$ cat config.mk
export PLATFORM = sky130hd
export DESIGN_NAME = mux_rr_arbiter
export DESIGN_NICKNAME = d
export VERILOG_FILES = /design/src/rtl/mux_arb_pkg.sv /design/src/rtl/mux_4_to_1_dataflow.sv /design/src/rtl/mux_rr_arbiter.sv
export SDC_FILE = /design/constraint.sdc
export NUM_CORES = 1
export LEC_CHECK = 0
export ABC_AREA = 0
export ABC_CLOCK_PERIOD_IN_PS = 1750
export CORE_MARGIN = 2
export CORE_UTILIZATION = 43
export DETAILED_ROUTE_END_ITERATION = 12
export PLACE_DENSITY = 0.7
export SLEW_MARGIN = 25
export SYNTH_ARGS = -nofsm -noshare
export SYNTH_HDL_FRONTEND = slang
export SYNTH_SLANG_ARGS = --single-unit
$ cat constraint.sdc
create_clock -name clk -period 1.75 [get_ports clk]
set_input_delay 0.175 -clock clk [delete_from_list [all_inputs] [get_ports clk]]
set_output_delay 0.175 -clock clk [all_outputs]
set_load 0.02 [all_outputs]
$ cat src/rtl/mux_arb_pkg.sv
// Shared types and helpers for the round-robin mux arbiter.
// Holds requester count, select width, FSM states and the rotating priority search.
package mux_arb_pkg;

    localparam int N_REQ = 4;
    localparam int SEL_W = 2;

    typedef enum logic {
        IDLE  = 1'b0,
        GRANT = 1'b1
    } arb_state_e;

    // First requester found scanning last+1, last+2, last+3, last (mod 4);
    // the caller only uses the result when at least one request is set.
    function automatic logic [SEL_W-1:0] rr_pick(
        input logic [N_REQ-1:0] req,
        input logic [SEL_W-1:0] last
    );
        logic [SEL_W-1:0] idx;
        rr_pick = last;
        for (int k = N_REQ - 1; k >= 1; k--) begin
            idx = last + SEL_W'(k);
            if (req[idx]) rr_pick = idx;
        end
    endfunction

endpackage

$ cat src/rtl/mux_4_to_1_dataflow.sv
// Single-bit 4-to-1 multiplexer in dataflow style; {A,B} selects I[{A,B}].
module mux_4_to_1_dataflow (
    input  logic [3:0] I,
    input  logic       A,
    input  logic       B,
    output logic       Y
);

    assign Y = I[{A, B}];

endmodule

$ cat src/rtl/mux_rr_arbiter.sv
// Round-robin arbiter sharing one 4-to-1 mux among four requesters, with a
// bounded hold time per grant and back-to-back handoff.
module mux_rr_arbiter
    import mux_arb_pkg::*;
#(
    parameter int HOLD_MAX = 4
) (
    input  logic             clk,
    input  logic             reset_n,
    input  logic [N_REQ-1:0] req,
    input  logic [N_REQ-1:0] I,
    output logic [N_REQ-1:0] gnt,
    output logic             A,
    output logic             B,
    output logic             Y,
    output logic             valid
);

    localparam int               CNT_W    = $clog2(HOLD_MAX + 1);
    localparam logic [CNT_W-1:0] CNT_LAST = CNT_W'(HOLD_MAX - 1);

    arb_state_e       state_q, state_d;
    logic [SEL_W-1:0] owner_q, owner_d;
    logic [SEL_W-1:0] last_q,  last_d;
    logic [CNT_W-1:0] cnt_q,   cnt_d;
    logic [N_REQ-1:0] gnt_q,   gnt_d;
    logic             rel;

    // NOTE: every signal written here gets a default first, so no path leaves
    // it unassigned and no latch is inferred.
    always_comb begin
        state_d = state_q;
        owner_d = owner_q;
        last_d  = last_q;
        cnt_d   = cnt_q;
        rel     = 1'b0;

        case (state_q)
            IDLE: begin
                if (|req) begin
                    state_d = GRANT;
                    owner_d = rr_pick(req, last_q);
                    cnt_d   = '0;
                end
            end
            GRANT: begin
                rel = !req[owner_q] || (cnt_q == CNT_LAST);
                if (rel) begin
                    // Old owner becomes lowest priority for this handoff.
                    last_d = owner_q;
                    cnt_d  = '0;
                    if (|req) begin
                        owner_d = rr_pick(req, owner_q);
                    end else begin
                        state_d = IDLE;
                        owner_d = '0;
                    end
                end else begin
                    cnt_d = cnt_q + CNT_W'(1);
                end
            end
            default: begin
                state_d = IDLE;
                owner_d = '0;
                cnt_d   = '0;
            end
        endcase

        gnt_d = '0;
        if (state_d == GRANT) gnt_d[owner_d] = 1'b1;
    end

    // NOTE: sequential state uses non-blocking assignments so all registers
    // update together from values sampled at the same edge.
    always_ff @(posedge clk) begin
        if (!reset_n) begin
            state_q <= IDLE;
            owner_q <= '0;
            last_q  <= SEL_W'(N_REQ - 1);
            cnt_q   <= '0;
            gnt_q   <= '0;
        end else begin
            state_q <= state_d;
            owner_q <= owner_d;
            last_q  <= last_d;
            cnt_q   <= cnt_d;
            gnt_q   <= gnt_d;
        end
    end

    assign gnt   = gnt_q;
    assign A     = owner_q[1];
    assign B     = owner_q[0];
    assign valid = |gnt_q;

    mux_4_to_1_dataflow u_mux (
        .I (I),
        .A (A),
        .B (B),
        .Y (Y)
    );

endmodule

Word level (Yosys, flattened, before mapping)

Cells that the tools add are included.

$add $sub $neg: 7
Order comparisons: 9
Equality and inequality tests: 2
Muxes and demuxes: 34
Bitwise gates (word level): 1
Reduce and logical (&&, ||, !) cells: 7

Operators with widths:

| kind                                                                                 | count |
|---|---|
| 2-bit by 3-bit less-than comparator with 1-bit output (second input constant)        | 8 |
| 2-bit two-way mux                                                                    | 9 |
| 1-bit binary-select mux with 2-bit select                                            | 8 |
| 1-bit two-way mux                                                                    | 11 |
| 2-bit adder (second input constant)                                                  | 4 |
| 4-bit OR reduction                                                                   | 2 |
| 3-bit two-way mux                                                                    | 2 |
| 3-bit case mux with 2 select lines                                                   | 1 |
| 2-bit by 1-bit adder with 2-bit output (second input constant)                       | 2 |
| 2-bit case mux with 2 select lines                                                   | 1 |
| 2-bit AND reduction                                                                  | 2 |
| 3-bit by 1-bit adder with 3-bit output (second input constant)                       | 1 |
| 3-bit by 2-bit equality test with 1-bit output (second input constant)               | 1 |
| 1-bit demux with 2-bit select                                                        | 1 |
| 2-bit by 1-bit greater-or-equal comparator with 1-bit output (second input constant) | 1 |
| 2-bit inequality test (second input constant)                                        | 1 |
| 1-bit case mux with 2 select lines                                                   | 1 |
| 1-bit logical AND                                                                    | 1 |
| 1-bit logical NOT                                                                    | 1 |
| 1-bit logical OR                                                                     | 1 |
| 1-bit NOT                                                                            | 1 |

Bits in registers: 12
Output and inout bits: 8

Depth between registers and ports, before layout

Gate-level depths: netlist (run 1).

Depth in word-level cells: 13
Mapped depth: 7
Mapped depth without buffers: 7

Modules after synthesis

Synthesis (run 1) repeated with hierarchy kept, for this count alone.

Cell total of the unflattened synthesis: 96
Area total of the unflattened synthesis: 832.0 um2

By module, submodules not included:

| module              | instances | cells an instance | area each (um2) | sequential area each (um2) |
|---|---|---|---|---|
| mux_rr_arbiter      | 1         | 95                | 809.5           | 240.2 |
| mux_4_to_1_dataflow | 1         | 1                 | 22.5            | 0.0 |

Worst setup path before layout (run 1)

Ideal clock, no wire load.

Path type: register -> register
Start point: register cnt_q[0]
End point: register gnt_q[1], in the netlist gnt[1]
Setup time: 0.070 ns
Arrival time: 1.729 ns
Required time: 1.680 ns
Path slack: -0.049 ns
Cell stages (with the launch flop): 8
Cells stage by stage: dfxtp_1 -> ha_1 -> ha_1 -> or2_2 -> o22a_2 -> o2111ai_2 -> mux2_4 -> a21oi_1

Word-level cells in the longest chain between the ends: 8
Elaborated cells on any way between the ends: 12
Those cells by class: 2 x order compare; 1 x eq/ne; 6 x mux; 3 x reduce/logical

RTL lines:

| element                                                                                                                                                     | RTL line             | source |
|---|---|---|
| start, declared                                                                                                                                             | mux_rr_arbiter.sv:25 | `logic [CNT_W-1:0] cnt_q, cnt_d;` |
| start signal, assigned                                                                                                                                      | mux_rr_arbiter.sv:86 | `cnt_q <= cnt_d;` |
| 3-bit by 2-bit equality test with 1-bit output *                                                                                                            | mux_rr_arbiter.sv:47 | `rel = !req[owner_q] \|\| (cnt_q == CNT_LAST);` |
| 1-bit logical OR *                                                                                                                                          | mux_rr_arbiter.sv:47 |  |
| 2-bit two-way mux                                                                                                                                           | mux_rr_arbiter.sv:48 | `if (rel) begin` |
| 2-bit case mux with 2 select lines                                                                                                                          | mux_rr_arbiter.sv:38 | `case (state_q)` |
| 2-bit by 3-bit less-than comparator with 1-bit output (not written as such) or 2-bit by 1-bit greater-or-equal comparator with 1-bit output (tied branches) | mux_rr_arbiter.sv:70 | `if (state_d == GRANT) gnt_d[owner_d] = 1'b1;` |
| 1-bit logical AND (not written as such)                                                                                                                     | mux_rr_arbiter.sv:70 |  |
| 1-bit two-way mux (not written as such)                                                                                                                     | mux_rr_arbiter.sv:70 |  |
| 1-bit demux with 2-bit select                                                                                                                               | mux_rr_arbiter.sv:70 |  |
| end signal, assigned                                                                                                                                        | mux_rr_arbiter.sv:87 | `gnt_q <= gnt_d;` |
| end, declared                                                                                                                                               | mux_rr_arbiter.sv:26 | `logic [N_REQ-1:0] gnt_q, gnt_d;` |

Every way passes the cells marked *; elsewhere a longest branch is shown, timed or not.
A chain may end at the register's enable or synchronous reset.

Worst setup path after layout (run 1)

Start point: register cnt_q[0]
End point: register gnt_q[3], in the netlist gnt[3]

The elaborated chain is that of the path after synthesis.

==> results.yml, run 1 <==
critical_path:
  cp.required_ns: 1.97
  r2r_cells: 7
  slowest_stage: "mux2_4"
  cpPeakStageDelay_ns: 0.36
  path_cells: "ha_4, ha_4, or2_4, o22a_4, o2111ai_4, mux2_4, a21oi_2"
  path_max_fanout: 3
  cp.arrival_ns: 1.93
  crit_path_start_kind: "flop"
  critPathKind: "reg2reg"
  crit_top_cell: "ha_4"
  cp-end-kind: "flop"
yosys:
  synth_top_family_by_area: "simple AND/OR/NAND/NOR gates"
  synthXorXnorAreaFrac: 0
  yosysUniqueCellTypes: 40
  syn_area_per_cell_um2: 8.786
  synth_top_area_frac: 0.3005
  async_reset_ff_frac: 0
  synthCells: 91
  synthSimpleGateAreaFrac: 0.2864
  ys_ff_latch: 12
  synth_compound_area_frac: 0.2379
  yosysTopAreaCell: "dfxtp_1"
  ys_warn_count: 0
  mappedNetlistNets: 103
  synthAdderAreaFrac: 0.03130
  syn-cell-area_um2: 799.5
  yosysSeqAreaShare: 0.3005
  synth_ff_type: "dfxtp_1"
  synthTopCellsByArea: "dfxtp_1, a21oi_1, mux2i_1"
  synth_mux_area_frac: 0.08451
  synth_edf_count: 0
timing:
  fin_tns_setup_ns: 0
  finClkSkew_ns: 0.006601
  fmax_mhz: 583.2
  period_share: 0.9799
  holdWs_ns: 0.5042
  worst_pin_slew_ns: 0.5102
  finalMaxSlewViolations: 0
  fin_crit_ns: 1.715
  rsz0062_at_grt: "yes"
  finalHoldViolCount: 0
  setup_viol: 0
  relSlewSlack: 0.6594
drt:
  drc: 0
  routed-wl-met2_mm: 1.165
  drt_iter0_drc: 36
  wl_met3_um: 117
  viasPerCell: 5.466
  wl_met1_um: 921
  dr.pass1.iters: 4
  wirelength_mm: 2.226
  top_layer_used: "met4"
  antenna_left: 0
  vias: 809
  wl_per_cell_um: 15.04
min_path:
  hold_class: "reg2reg"
  hold_path_depth: 2
status:
  status: "complete, no violations"
clock_network:
  cts_buffers: 3
  clockBufferDepth: 2
  cts.sinks: 12
  cts_max_level: 1
  post_cts_buffers: 0
  root_buffer: "clkbuf_4"
  clkTransAtPathRegs_ns: 0.08
  cts_tree: "done"
  clock_latency_ns: 0.28
floorplanning:
  num_rows: 15
  die_x_um: 47.12
  dieArea_um2: 2220
  core_area_um2: 1745
  io_pins: 18
  initial_utilization: 0.4581
  die_h_um: 47.12
final_layout:
  areaGrowthSynthToFinish_pct: 50.55
  fin_cells: 148
  drive_above_1_share: 0.3333
  layout_commonest_cell: "buf_4"
  antenna_cells: 0
  filler_cell_count: 146
  final_nets: 136
  layout_common_cells: "buf_4, clkdlybuf4s50_1, dfxtp_1, nor2_1"
placed_design:
  place_inst: 144
  dp_hpwl_mm: 1.598
  portBuffers: 17
  gp_congestion: 0.7560
power_and_ir_drop:
  p_per_area_nw_per_um2: 741.4
  p_leak_nw: 0.4702
  peakVddDrop_mv: 0.6808
global_route:
  grt_pass1_wl_mm: 3.263
  antenna_found_initial: 0
  gr-total-overflow: 0
  grt_pass1_vias: 736
  grtUsageTotal: 0.2104
  grt_max_degree: 15
job:
  maxCapViolations: 0
## registers in the layout (all words and copies together) (netlist names)
name and cells:
state_q 1, cnt_q 3, gnt 4, last_q 2
owner_q 2
## synthesized netlist by cell type (3+ instances only)
library cell and number:
dfxtp_1 12, a21oi_1 7, nor2_1 6, nand2_1 5
inv_1 4, nor2b_1 4, nor3_1 4, mux2i_1 3
nor3b_1 3, o21ai_0 3
## area by class of cell
type / count / area [um^2] / share of cell area
clock buffer: 4 / 36.28 / 0.03015
multi-input combinational: 70 / 585.6 / 0.4865
inverter: 4 / 15.01 / 0.01247
tap: 25 / 31.28 / 0.02599
timing repair buffer: 33 / 290.3 / 0.2412
sequential: 12 / 245.2 / 0.2037
## stage by stage
step / util / instance area (um^2) / setup WS [ns] / total power [mW]
2_1_floorplan: - / 804.5 / 0.007752 / 0.5082
3_3_place_gp: 0.6265 / 1094 / -0.2082 / 0.6403
3_5_place_dp: 0.6265 / 1094 / -0.1910 / 0.6469
4_1_cts: 0.6760 / 1180 / 0.04676 / 0.8759
5_1_grt: 0.6896 / 1204 / -0.01536 / 0.9226
6_report: 0.6896 / 1204 / 0.03518 / 0.8924
## worst paths after layout
kind,slack [ns],startpoint,to
worst max-delay path,0.04,cnt_q[0],gnt[3]
worst min-delay path,0.50,last_q[0],last_q[0]
worst max register to register,0.04,cnt_q[0],gnt[3]
worst min register to register,0.50,last_q[0],last_q[0]
## layer usage
| layer | vias to the layer above | GRT usage |
|---|---|---|
| li1 | 405 | - |
| met1 | 382 | 0.2378 |
| met2 | 18 | 0.3890 |
| met3 | 4 | 0.05000 |
| met4 | 0 | 0.06111 |
| met5 | - | 0 |
## report_power, final
group          internal (mW)  leakage, nW  total [mW]  switching [mW]
clock network          0.127       0.0210       0.222          0.0953
registers              0.299        0.100       0.329          0.0300
logic                  0.175        0.349       0.342           0.167
## worst max-delay path, delay by kind of cell (launching register included)
family          cells  cell delay [ns]
flops               1             0.34
fa+ha+maj           2             0.32
mux                 1             0.36
compound gates      3             0.43
simple gates        1             0.22
## cells by family after synthesis
kind of cell               Yosys count
AOI/OAI and AO/OA                   26
adders and majority gates            2
muxes                                5
and+or+nand+nor                     37
buffers and inverters                9
DFF                                 12
## repair_timing
item / 4_1_cts / 5_1_grt
endpoints found under the setup margin: 5 / 4
pin swaps: 3 / 1
gates cloned: 0 / 0
gates resized for setup: 13 / 4
hold buffers: 0 / 0
Note: power is estimated with default switching activity, not from simulation.
==> inputs of run 2 (changes only) <==
--- a/config.mk
+++ b/config.mk
@@ -7,7 +7,7 @@
 export LEC_CHECK = 0
 export ABC_AREA = 0
 export ABC_CLOCK_PERIOD_IN_PS = 1750
-export CORE_MARGIN = 2
+export CORE_MARGIN = 5
 export CORE_UTILIZATION = 43
 export DETAILED_ROUTE_END_ITERATION = 12
 export PLACE_DENSITY = 0.7
==> results.yml, run 2 (same netlist as run 1, synthesis figures left out) <==
final_layout:
  final_nets: 138
  final_area_um2: 1209
  layout_commonest_cell: "buf_4"
  antenna_cells: 0
  filler_cell_count: 145
  drive_above_1_share: 0.3440
  multi_input_area_um2: 578.1
  final_core_util: 0.6925
  regArea_um2: 245.2
  areaGrowthSynthToFinish_pct: 51.17
  largest_reg_flops: 4
  layout_common_cells: "buf_4, clkdlybuf4s50_1, dfxtp_1, nor2_1"
global_route:
  gr-usage-met3: 0.06197
  grtUsageMet2: 0.2789
  grt_max_degree: 15
  grtUsageTotal: 0.1709
  grt_pass1_wl_mm: 3.484
  gr-total-overflow: 0
  grt_pass1_vias: 795
  grt.busiest_layer: "met2"
  gr-usage-met1: 0.1993
  antenna_found_initial: 0
power_and_ir_drop:
  p_leak_nw: 0.4712
  peakVddDrop_mv: 0.6353
  p_per_area_nw_per_um2: 742.2
clock_network:
  root_buffer: "clkbuf_4"
  cts_tree: "done"
  clkTransAtPathRegs_ns: 0.08
  clock_latency_ns: 0.29
  clockBufferDepth: 2
  cts_buffers: 3
  cts_hold_buf: 0
  cts.sinks: 12
  cts_max_level: 1
placed_design:
  gp_congestion: 0.8414
  dp_hpwl_mm: 1.672
  place_area_um2: 1101
  portBuffers: 17
  dp_slack_ns: -0.1911
timing:
  period_share: 0.9707
  finalMaxSlewViolations: 0
  fin_crit_ns: 1.699
  fin_ws_ns: 0.05128
  holdWs_ns: 0.5127
  relSlewSlack: 0.6915
  worst_pin_slew_ns: 0.4621
  setup_viol: 0
  fmax_mhz: 588.7
  finalHoldViolCount: 0
  finClkSkew_ns: 0.007907
min_path:
  whs_endpoint: "last_q[0]"
  hold_start: "last_q[0]"
  hold_path_depth: 2
  hold_class: "reg2reg"
critical_path:
  cpPeakStageDelay_ns: 0.50
  r2r-end: "owner_q[0]"
  r2r-start: "cnt_q[0]"
  cp.arrival_ns: 1.52
  r2r_slack_ns: 0.05
  slowest_stage: "mux4_2"
  path_cells: "mux4_2, dlygate4sd2_1"
  cp-end-kind: "output pin"
  path_max_fanout: 5
  cp.required_ns: 1.57
  crit_path_start_kind: "flop"
  r2r_cells: 7
  critPathKind: "reg2out"
floorplanning:
  dieArea_um2: 2822
  num_rows: 15
  die_x_um: 53.12
  core_area_um2: 1745
  initial_utilization: 0.4581
  io_pins: 18
  die_h_um: 53.12
drt:
  vias: 804
  dr.pass1.iters: 4
  antenna_left: 0
  drt_iter0_drc: 13
  wl_per_cell_um: 14.45
  viasPerCell: 5.360
  drc: 0
  wirelength_mm: 2.167
job:
  maxCapViolations: 0
status:
  status: "complete, no violations"
## run 2: changes by cell type in the layout (fill, tap and decap cells not counted), sizes merged
cell / previous run / this run
buf: 16 / 18
clkdlybuf4s50: 14 / 15
dlymetal6s2s: 1 / 0
## run 2: metrics by stage
stage           TNS [ns]  std cells  power, mW
2_1_floorplan          0         91     0.5082
3_5_place_dp     -0.9082        145     0.6507
4_1_cts                0        150     0.8871
6_report               0        150     0.8970
5_1_grt        -0.007312        150     0.9392
3_3_place_gp     -0.8801        145     0.6446
## run 2: worst max path at each step
stage / start / endpoint / slack [ns] / cells past startpoint
global route: cnt_q[1] / gnt[2] / -0.007 / 7
finish: owner_q[0] / Y / 0.05 / 2
detailed placement: req[3] / gnt[2] / -0.19 / 7
CTS: cnt_q[1] / gnt[3] / 0.02 / 7
global placement: req[2] / gnt[0] / -0.23 / 6
floorplan: cnt_q[0] / owner_q[0] / 0.008 / 7
## run 2: layer usage
metal | vias up | wire length (um)
li1 | 405 | -
met1 | 376 | 934
met2 | 19 | 1056
met3 | 4 | 149
met4 | 0 | 27
met5 | - | 0
## run 2: timing repair
action	in CTS	in global routing
setup buffers	1	0
gates resized for setup	12	5
pin swaps	3	1
endpoints found under the setup margin	8	5
## run 2: final cells by class
class / count / share of cell area
Clock buffer: 4 / 0.03002
Inverter: 4 / 0.01242
Multi-Input combinational cell: 70 / 0.4783
Sequential cell: 12 / 0.2029
Tap cell: 25 / 0.02588
Timing Repair Buffer: 35 / 0.2505
## run 2: critical path: cells and delay by family, from the launching register on
family                 cells  cell delay, ns
buffers and inverters      1            0.33
flip-flops                 1            0.40
multiplexers               1            0.50
## run 2: where the power goes
part           total [mW]  switching [mW]  leakage [nW]  internal (mW)
Sequential          0.328          0.0296         0.100          0.299
Clock               0.228           0.102        0.0210          0.127
Combinational       0.340           0.163         0.350          0.178
